<file path="src/rtl/uart_rx_byte.sv">
// 8N1 UART receiver with a one-byte holding register and valid/ack handshake.
// Reports framing errors, overrun and break, and shows BUSY while a frame is in flight.
module uart_rx_byte #(
    parameter int unsigned CLKS_PER_BIT = 5208,
    parameter int unsigned SYNC_STAGES  = 2
) (
    input  logic       CLK,
    input  logic       RESET,
    input  logic       RX,
    input  logic       RD_ACK,
    output logic [7:0] DATA_OUT,
    output logic       DATA_VALID,
    output logic       FRAME_ERR,
    output logic       OVERRUN,
    output logic       BREAK_DET,
    output logic       BUSY
);

    localparam logic [15:0] BitLast  = 16'(CLKS_PER_BIT - 1);
    localparam logic [15:0] HalfLast = 16'(CLKS_PER_BIT / 2 - 1);

    typedef enum logic [1:0] {
        StIdle,
        StStart,
        StData,
        StStop
    } state_e;

    state_e                 state_q, state_d;
    logic [SYNC_STAGES-1:0] sync_q;
    logic                   rx_s;
    logic [15:0]            timer_q, timer_d;
    logic [2:0]             bit_idx_q, bit_idx_d;
    logic [7:0]             shift_q, shift_d;
    logic                   stop_wait_q, stop_wait_d;
    logic [7:0]             data_q, data_d;
    logic                   valid_q, valid_d;
    logic                   overrun_q, overrun_d;
    logic                   frame_err_q, frame_err_d;
    logic                   break_q, break_d;
    logic                   byte_done;
    logic                   ack;

    // Line idles high, so the synchronizer resets to 1 to avoid a false start.
    always_ff @(posedge CLK) begin
        if (RESET) begin
            sync_q <= '1;
        end else begin
            sync_q <= {sync_q[SYNC_STAGES-2:0], RX};
        end
    end

    assign rx_s = sync_q[SYNC_STAGES-1];

    always_ff @(posedge CLK) begin
        if (RESET) begin
            state_q     <= StIdle;
            timer_q     <= '0;
            bit_idx_q   <= '0;
            shift_q     <= '0;
            stop_wait_q <= 1'b0;
            data_q      <= '0;
            valid_q     <= 1'b0;
            overrun_q   <= 1'b0;
            frame_err_q <= 1'b0;
            break_q     <= 1'b0;
        end else begin
            state_q     <= state_d;
            timer_q     <= timer_d;
            bit_idx_q   <= bit_idx_d;
            shift_q     <= shift_d;
            stop_wait_q <= stop_wait_d;
            data_q      <= data_d;
            valid_q     <= valid_d;
            overrun_q   <= overrun_d;
            frame_err_q <= frame_err_d;
            break_q     <= break_d;
        end
    end

    always_comb begin
        state_d     = state_q;
        timer_d     = timer_q;
        bit_idx_d   = bit_idx_q;
        shift_d     = shift_q;
        stop_wait_d = stop_wait_q;
        frame_err_d = 1'b0;
        break_d     = 1'b0;
        byte_done   = 1'b0;

        unique case (state_q)
            StIdle: begin
                timer_d   = '0;
                bit_idx_d = '0;
                if (!rx_s) begin
                    state_d = StStart;
                end
            end
            StStart: begin
                if (timer_q == HalfLast) begin
                    timer_d = '0;
                    // A start bit that is gone by mid-bit was a glitch.
                    state_d = rx_s ? StIdle : StData;
                end else begin
                    timer_d = timer_q + 16'd1;
                end
            end
            StData: begin
                if (timer_q == BitLast) begin
                    timer_d   = '0;
                    shift_d   = {rx_s, shift_q[7:1]};
                    bit_idx_d = bit_idx_q + 3'd1;
                    if (bit_idx_q == 3'd7) begin
                        state_d = StStop;
                    end
                end else begin
                    timer_d = timer_q + 16'd1;
                end
            end
            StStop: begin
                if (stop_wait_q) begin
                    // Hold off after a bad stop until the line is released (break).
                    if (rx_s) begin
                        stop_wait_d = 1'b0;
                        state_d     = StIdle;
                    end
                end else if (timer_q == BitLast) begin
                    timer_d = '0;
                    if (rx_s) begin
                        byte_done = 1'b1;
                        state_d   = StIdle;
                    end else begin
                        frame_err_d = 1'b1;
                        break_d     = (shift_q == 8'h00);
                        stop_wait_d = 1'b1;
                    end
                end else begin
                    timer_d = timer_q + 16'd1;
                end
            end
            default: begin
                state_d = StIdle;
            end
        endcase
    end

    assign ack = RD_ACK && valid_q;

    always_comb begin
        data_d    = data_q;
        valid_d   = valid_q;
        overrun_d = overrun_q;
        if (ack) begin
            valid_d   = 1'b0;
            overrun_d = 1'b0;
        end
        // A completing byte wins over a same-cycle ack.
        if (byte_done) begin
            data_d  = shift_q;
            valid_d = 1'b1;
            if (valid_q && !RD_ACK) begin
                overrun_d = 1'b1;
            end
        end
    end

    assign DATA_OUT   = data_q;
    assign DATA_VALID = valid_q;
    assign OVERRUN    = overrun_q;
    assign FRAME_ERR  = frame_err_q;
    assign BREAK_DET  = break_q;
    assign BUSY       = (state_q != StIdle);

endmodule

</file>
<file path="config.mk">
export PLATFORM = sky130hd
export DESIGN_NAME = uart_rx_byte
export DESIGN_NICKNAME = d
export VERILOG_FILES = /design/src/rtl/uart_rx_byte.sv
export SDC_FILE = /design/constraint.sdc
export NUM_CORES = 1
export LEC_CHECK = 0
export ABC_AREA = 1
export BUFFER_PORTS_ARGS = -buffer_cell sky130_fd_sc_hd__clkbuf_2
export CAP_MARGIN = 0
export CELL_PAD_IN_SITES_DETAIL_PLACEMENT = 1
export CELL_PAD_IN_SITES_GLOBAL_PLACEMENT = 2
export CORE_MARGIN = 3
export CORE_UTILIZATION = 31
export CTS_BUF_LIST = sky130_fd_sc_hd__clkbuf_8 sky130_fd_sc_hd__clkbuf_16
export DETAILED_ROUTE_END_ITERATION = 10
export PLACE_DENSITY_LB_ADDON = 0.1
export SYNTH_ARGS = -nofsm -noshare
export SYNTH_HDL_FRONTEND = slang
export SYNTH_SLANG_ARGS = --single-unit
</file>
<file path="constraint.sdc">
create_clock -name CLK -period 1.5 [get_ports CLK]
set_input_delay 0.3 -clock CLK [delete_from_list [all_inputs] [get_ports CLK]]
set_output_delay 0.3 -clock CLK [all_outputs]
set_load 0.01 [all_outputs]
</file>
Word level (Yosys, flattened, before mapping)
Cells that the tools add are included.

cells by class
  reduce and logical (&&, ||, !) cells = 13
  eq/ne operators = 12
  $add $sub $neg = 2
  bitwise logic cells = 2
  multiplexer cells = 27

operators by type and width
  kind                                                                      count
  16-bit one-hot mux with 4 select lines                                    1
  16-bit two-way mux                                                        3
  16-bit by 1-bit adder with 16-bit output (second input constant)          1
  16-bit by 12-bit equality test with 1-bit output (second input constant)  1
  16-bit by 13-bit equality test with 1-bit output (second input constant)  1
  2-bit two-way mux                                                         8
  1-bit two-way mux                                                         12
  2-bit != test (second input constant)                                     5
  8-bit logical NOT                                                         1
  2-bit one-hot mux with 4 select lines                                     1
  3-bit one-hot mux with 2 select lines                                     1
  2-bit nonzero test                                                        3
  5-bit AND reduction                                                       1
  5-bit OR reduction                                                        1
  2-bit equality test (second input constant)                               2
  2-bit AND reduction                                                       2
  3-bit by 1-bit adder with 3-bit output (second input constant)            1
  3-bit equality test (second input constant)                               1
  3-bit two-way mux                                                         1
  3-bit != test (second input constant)                                     1
  3-bit OR reduction                                                        1
  2-bit by 1-bit equality test with 1-bit output (second input constant)    1
  1-bit logical AND                                                         2
  2-bit logical NOT                                                         1
  2 further kinds                                                           3

word-level totals
  logic and storage cells = 67
  output and inout bits = 13
  input port bits = 4
  flip-flop bits (word level) = 44

Logic depth before layout (Yosys ltp)
  depth in word-level cells = 5
  mapped depth = 12

Worst setup path before layout
OpenSTA, ideal clock, no wires.

  path kind = reg2reg
  start = register timer_q[0]
  end = register timer_q[10]
  setup time = 114 ps
  slack = -63 ps
  period minus slack after synthesis = 1563 ps
  data arrival time = 1449 ps
  cell stages (with the launch flop) = 12
  path buffers = 1
  path through = dfxtp_1 ha_1 nand2_2 inv_2 nand2_1 nor2_2 nand2_2 nand2_2 nand2_2 o21ai_4 buf_6 nor2_1

between the ends
  cells in the longest elaborated chain, start to end = 4
  elaborated cells on any way between the ends = 7
  classes of those cells = 1 x add/sub; 2 x eq/ne; 4 x mux

RTL lines
  what                                                                                                          RTL line  source
  from (decl)                                                                                                   32        logic [15:0] timer_q, timer_d;
  from (signal assigned)                                                                                        69        timer_q <= timer_d;
  16-bit by 1-bit adder with 16-bit output or 16-bit by 13-bit equality test with 1-bit output (tied branches)  --
  16-bit two-way mux                                                                                            109, 127
  16-bit two-way mux                                                                                            121       if (stop_wait_q) begin
  16-bit one-hot mux with 4 select lines *                                                                      91        unique case (state_q)

Every way passes the cells marked *; elsewhere a longest branch is shown, timed or not. The select of a mux whose other input is x is not followed.
A chain may end at the register's enable or synchronous reset.

Worst setup path in the final report
  start = register timer_q[1]
  end = register timer_q[3]

The elaborated chain is that of the path after synthesis.

==> impl_metrics.tcl <==
set metrics [dict create \
    status "finished with violations" \
    violations "negative setup slack" \
    whs_ns 0.1726 \
    cts.htree.levels 2 \
    io_buffer_count 16 \
    synth_area_mm2 0.002113 \
    seq_area_frac_synth 0.4168 \
    wire_per_inst_um 15.15 \
    synth-edff-count 0 \
    syn_to_final_growth_pct 47.13 \
    synth_common_cells "44 x dfxtp_1, 40 x nand2_1, 33 x inv_1, 29 x a21oi_1, 29 x nor2_1" \
    grt_max_degree 16 \
    antenna_found_initial 0 \
    die_area_mm2 0.007844 \
    die_w_um 88.57 \
    drtIter0Drc 49 \
    cts_buffer_depth 2 \
    fin_setup_tns_ns -1.854 \
    required_ns 1.70 \
    dpl_cell_area_mm2 0.002601 \
    fin_crit_ns 1.597 \
    crit_path_max_fanout 8 \
    drc 0 \
    final_max_slew_viol_count 0 \
    diodes 0 \
    ant_nets 0 \
    tritoncts "done" \
    fin_crit_sh 1.064 \
    total_power_mw 2.382 \
    dominantRegCellSynth "dfxtp_1" \
    cts_hold_buf 0 \
    rr_endpoint "timer_q[3]$_SDFFE_PP0P_" \
    synth_nets 285 \
    routed_wirelength_mm 6.437 \
    ir_worst_vdd_uv 377.2 \
    synthesis.instances 278 \
    yosysMostFrequentCell "dfxtp_1" \
    fillers 792 \
    place_ws_ns -0.1556 \
    async_flop_share 0 \
    p_per_area_mw_per_mm2 766.2 \
    fin_nets 354 \
    dr.pass1.iters 4 \
    synth.largest_area_cell "dfxtp_1" \
    p_leak_nw 1.282 \
    overflow 0 \
    synth_seq_cells 44 \
    hold_class "in -> reg" \
    die_h_um 88.57 \
    placeableCoreArea_mm2 0.006495 \
    rsz0062_at_grt "yes" \
    end_kind "register" \
    dpl.hpwl_mm 4.275 \
    clkSinkCount 44 \
    fin_area_mm2 0.003109 \
    drv_cap 0 \
    cts-root-buf "clkbuf_8" \
    worst_slew_pin_slew_ns 0.3970 \
    hp-start "RX" \
    skew_ns 0.004484 \
    finalWorstSetupSlack_ns -0.09661 \
    synth_top_area_frac 0.4168 \
    start_util 0.3254 \
    grt_pass1_vias 2027 \
    criticalPathCategory "reg -> reg" \
    gr-usage-all-layers 0.1654 \
    clk_latency_ns 0.31 \
    critPathLaunchType "register" \
    fmaxAchievable_ghz 0.6263 \
    maxSlewHeadroom 0.7351 \
    synthTopCellsByArea "dfxtp_1 42%, nand2_1 7.1%, a21oi_1 6.9%" \
    r2r_cells 11 \
    hold_depth 2 \
    viasPerCell 4.741 \
    r2r_setup_slack_ns -0.1 \
    grt_pass1_wl_mm 9.860 \
    avgSynthCellArea_um2 7.602 \
    gp_congestion 0.7303 \
    cts_buffers 5 \
    r2r_start "timer_q[1]$_SDFFE_PP0P_" \
    arrival_ns 1.80 \
    synth.distinct_cells 41 \
    vias 2015 \
    rows 29 \
    yosys_warnings 0 \
    ioPinCount 17 \
    final-hold-violation-count 0 \
    final-setup-viol-count 30 \
    hold_end "sync_q[0]$_SDFF_PP1_" \
    clk_pin_slew_ns 0.09 \
    drive_above_1_share 0.4971 \
]
==> registers in the layout, summed over array words and instances, names as in the netlist, named ones only <==
signal       flops
sync_q           2
timer_q         16
FRAME_ERR        1
BREAK_DET        1
state_q          1
shift_q          8
bit_idx_q        3
stop_wait_q      1
DATA_VALID       1
DATA_OUT         8
==> worst max-delay path, cell delays in order, from the launching register on <==
cell	delay, ns
dfxtp_2	0.36
ha_4	0.16
nand2_4	0.05
inv_2	0.07
nand2_2	0.07
nor2_4	0.13
nand2_4	0.09
nand2_4	0.08
nand2_4	0.06
o21ai_4	0.18
buf_8	0.17
nor2_1	0.06
==> placed cells by master, fill, tap and decap left out, types with 10 or more instances in the layout <==
cell type,count
nor2_2,14
nand2_1,30
a21oi_2,13
buf_4,39
nor2_1,18
nand2_2,10
a21oi_1,15
dfxtp_1,35
clkbuf_2,16
inv_1,32
==> kinds of logic (layout without fill, tap and decap cells) <==
kind of cell             after synthesis  after routing  share of synthesized area
buffers and inverters                 49            118                    0.09710
AO/OA/AOI/OAI                         56             56                     0.1516
adder cells (fa/ha/maj)                3              3                    0.01776
flip-flops                            44             44                     0.4168
XOR/XNOR                               7              7                    0.02901
AND/OR/NAND/NOR                      119            120                     0.2877
==> cell type report <==
cell class	count	area, um^2	area share
clock buffer	5	68.82	0.02213
clock inverter	3	46.29	0.01489
inverter	43	178.9	0.05755
multi-input combinational	186	1328	0.4270
sequential	44	892.1	0.2869
tap	77	96.34	0.03099
timing repair buffer	66	494.2	0.1590
timing repair inverter	1	5.005	0.001610
==> power by group <==
| part | leakage (nW) | total, mW | switching [mW] | internal [mW] |
|---|---|---|---|---|
| Sequential | 0.360 | 1.19 | 0.0110 | 1.18 |
| Clock | 0.0548 | 0.960 | 0.458 | 0.502 |
| Combinational | 0.867 | 0.232 | 0.138 | 0.0945 |
==> how the worst max path moves through the flow <==
stage / cells after the start / from / end
global route: 11 / timer_q[1]$_SDFFE_PP0P_ / timer_q[3]$_SDFFE_PP0P_
finish: 11 / timer_q[1]$_SDFFE_PP0P_ / timer_q[3]$_SDFFE_PP0P_
global placement: 10 / timer_q[1]$_SDFFE_PP0P_ / timer_q[13]$_SDFFE_PP0P_
floorplan: 11 / timer_q[1]$_SDFFE_PP0P_ / timer_q[7]$_SDFFE_PP0P_
CTS: 11 / timer_q[0]$_SDFFE_PP0P_ / timer_q[10]$_SDFFE_PP0P_
detailed placement: 10 / timer_q[1]$_SDFFE_PP0P_ / DATA_OUT[1]$_SDFFE_PP0P_
==> layer usage <==
| metal | vias to the layer above | GRT usage | wire, um |
|---|---|---|---|
| met3 | 4 | 0.02886 | 150 |
| met5 | - | 0 | 0 |
| met1 | 952 | 0.2258 | 3095 |
| met4 | 0 | 0.04533 | 59 |
| met2 | 16 | 0.2692 | 3132 |
| li1 | 1043 | - | - |
==> per-stage QoR <==
step,util,cells
CTS,0.4475,424
finish,0.4787,425
detailed placement,0.4005,408
floorplan,-,278
global route,0.4787,425
global placement,0.4005,408
==> repair_timing <==
item                       CTS  global route
setup endpoints to repair   40            42
buffers inserted             7             1
resized for setup           38            67
gates cloned                 1             3
pin swaps                   21            29
Power figures use the tool's default switching activity.
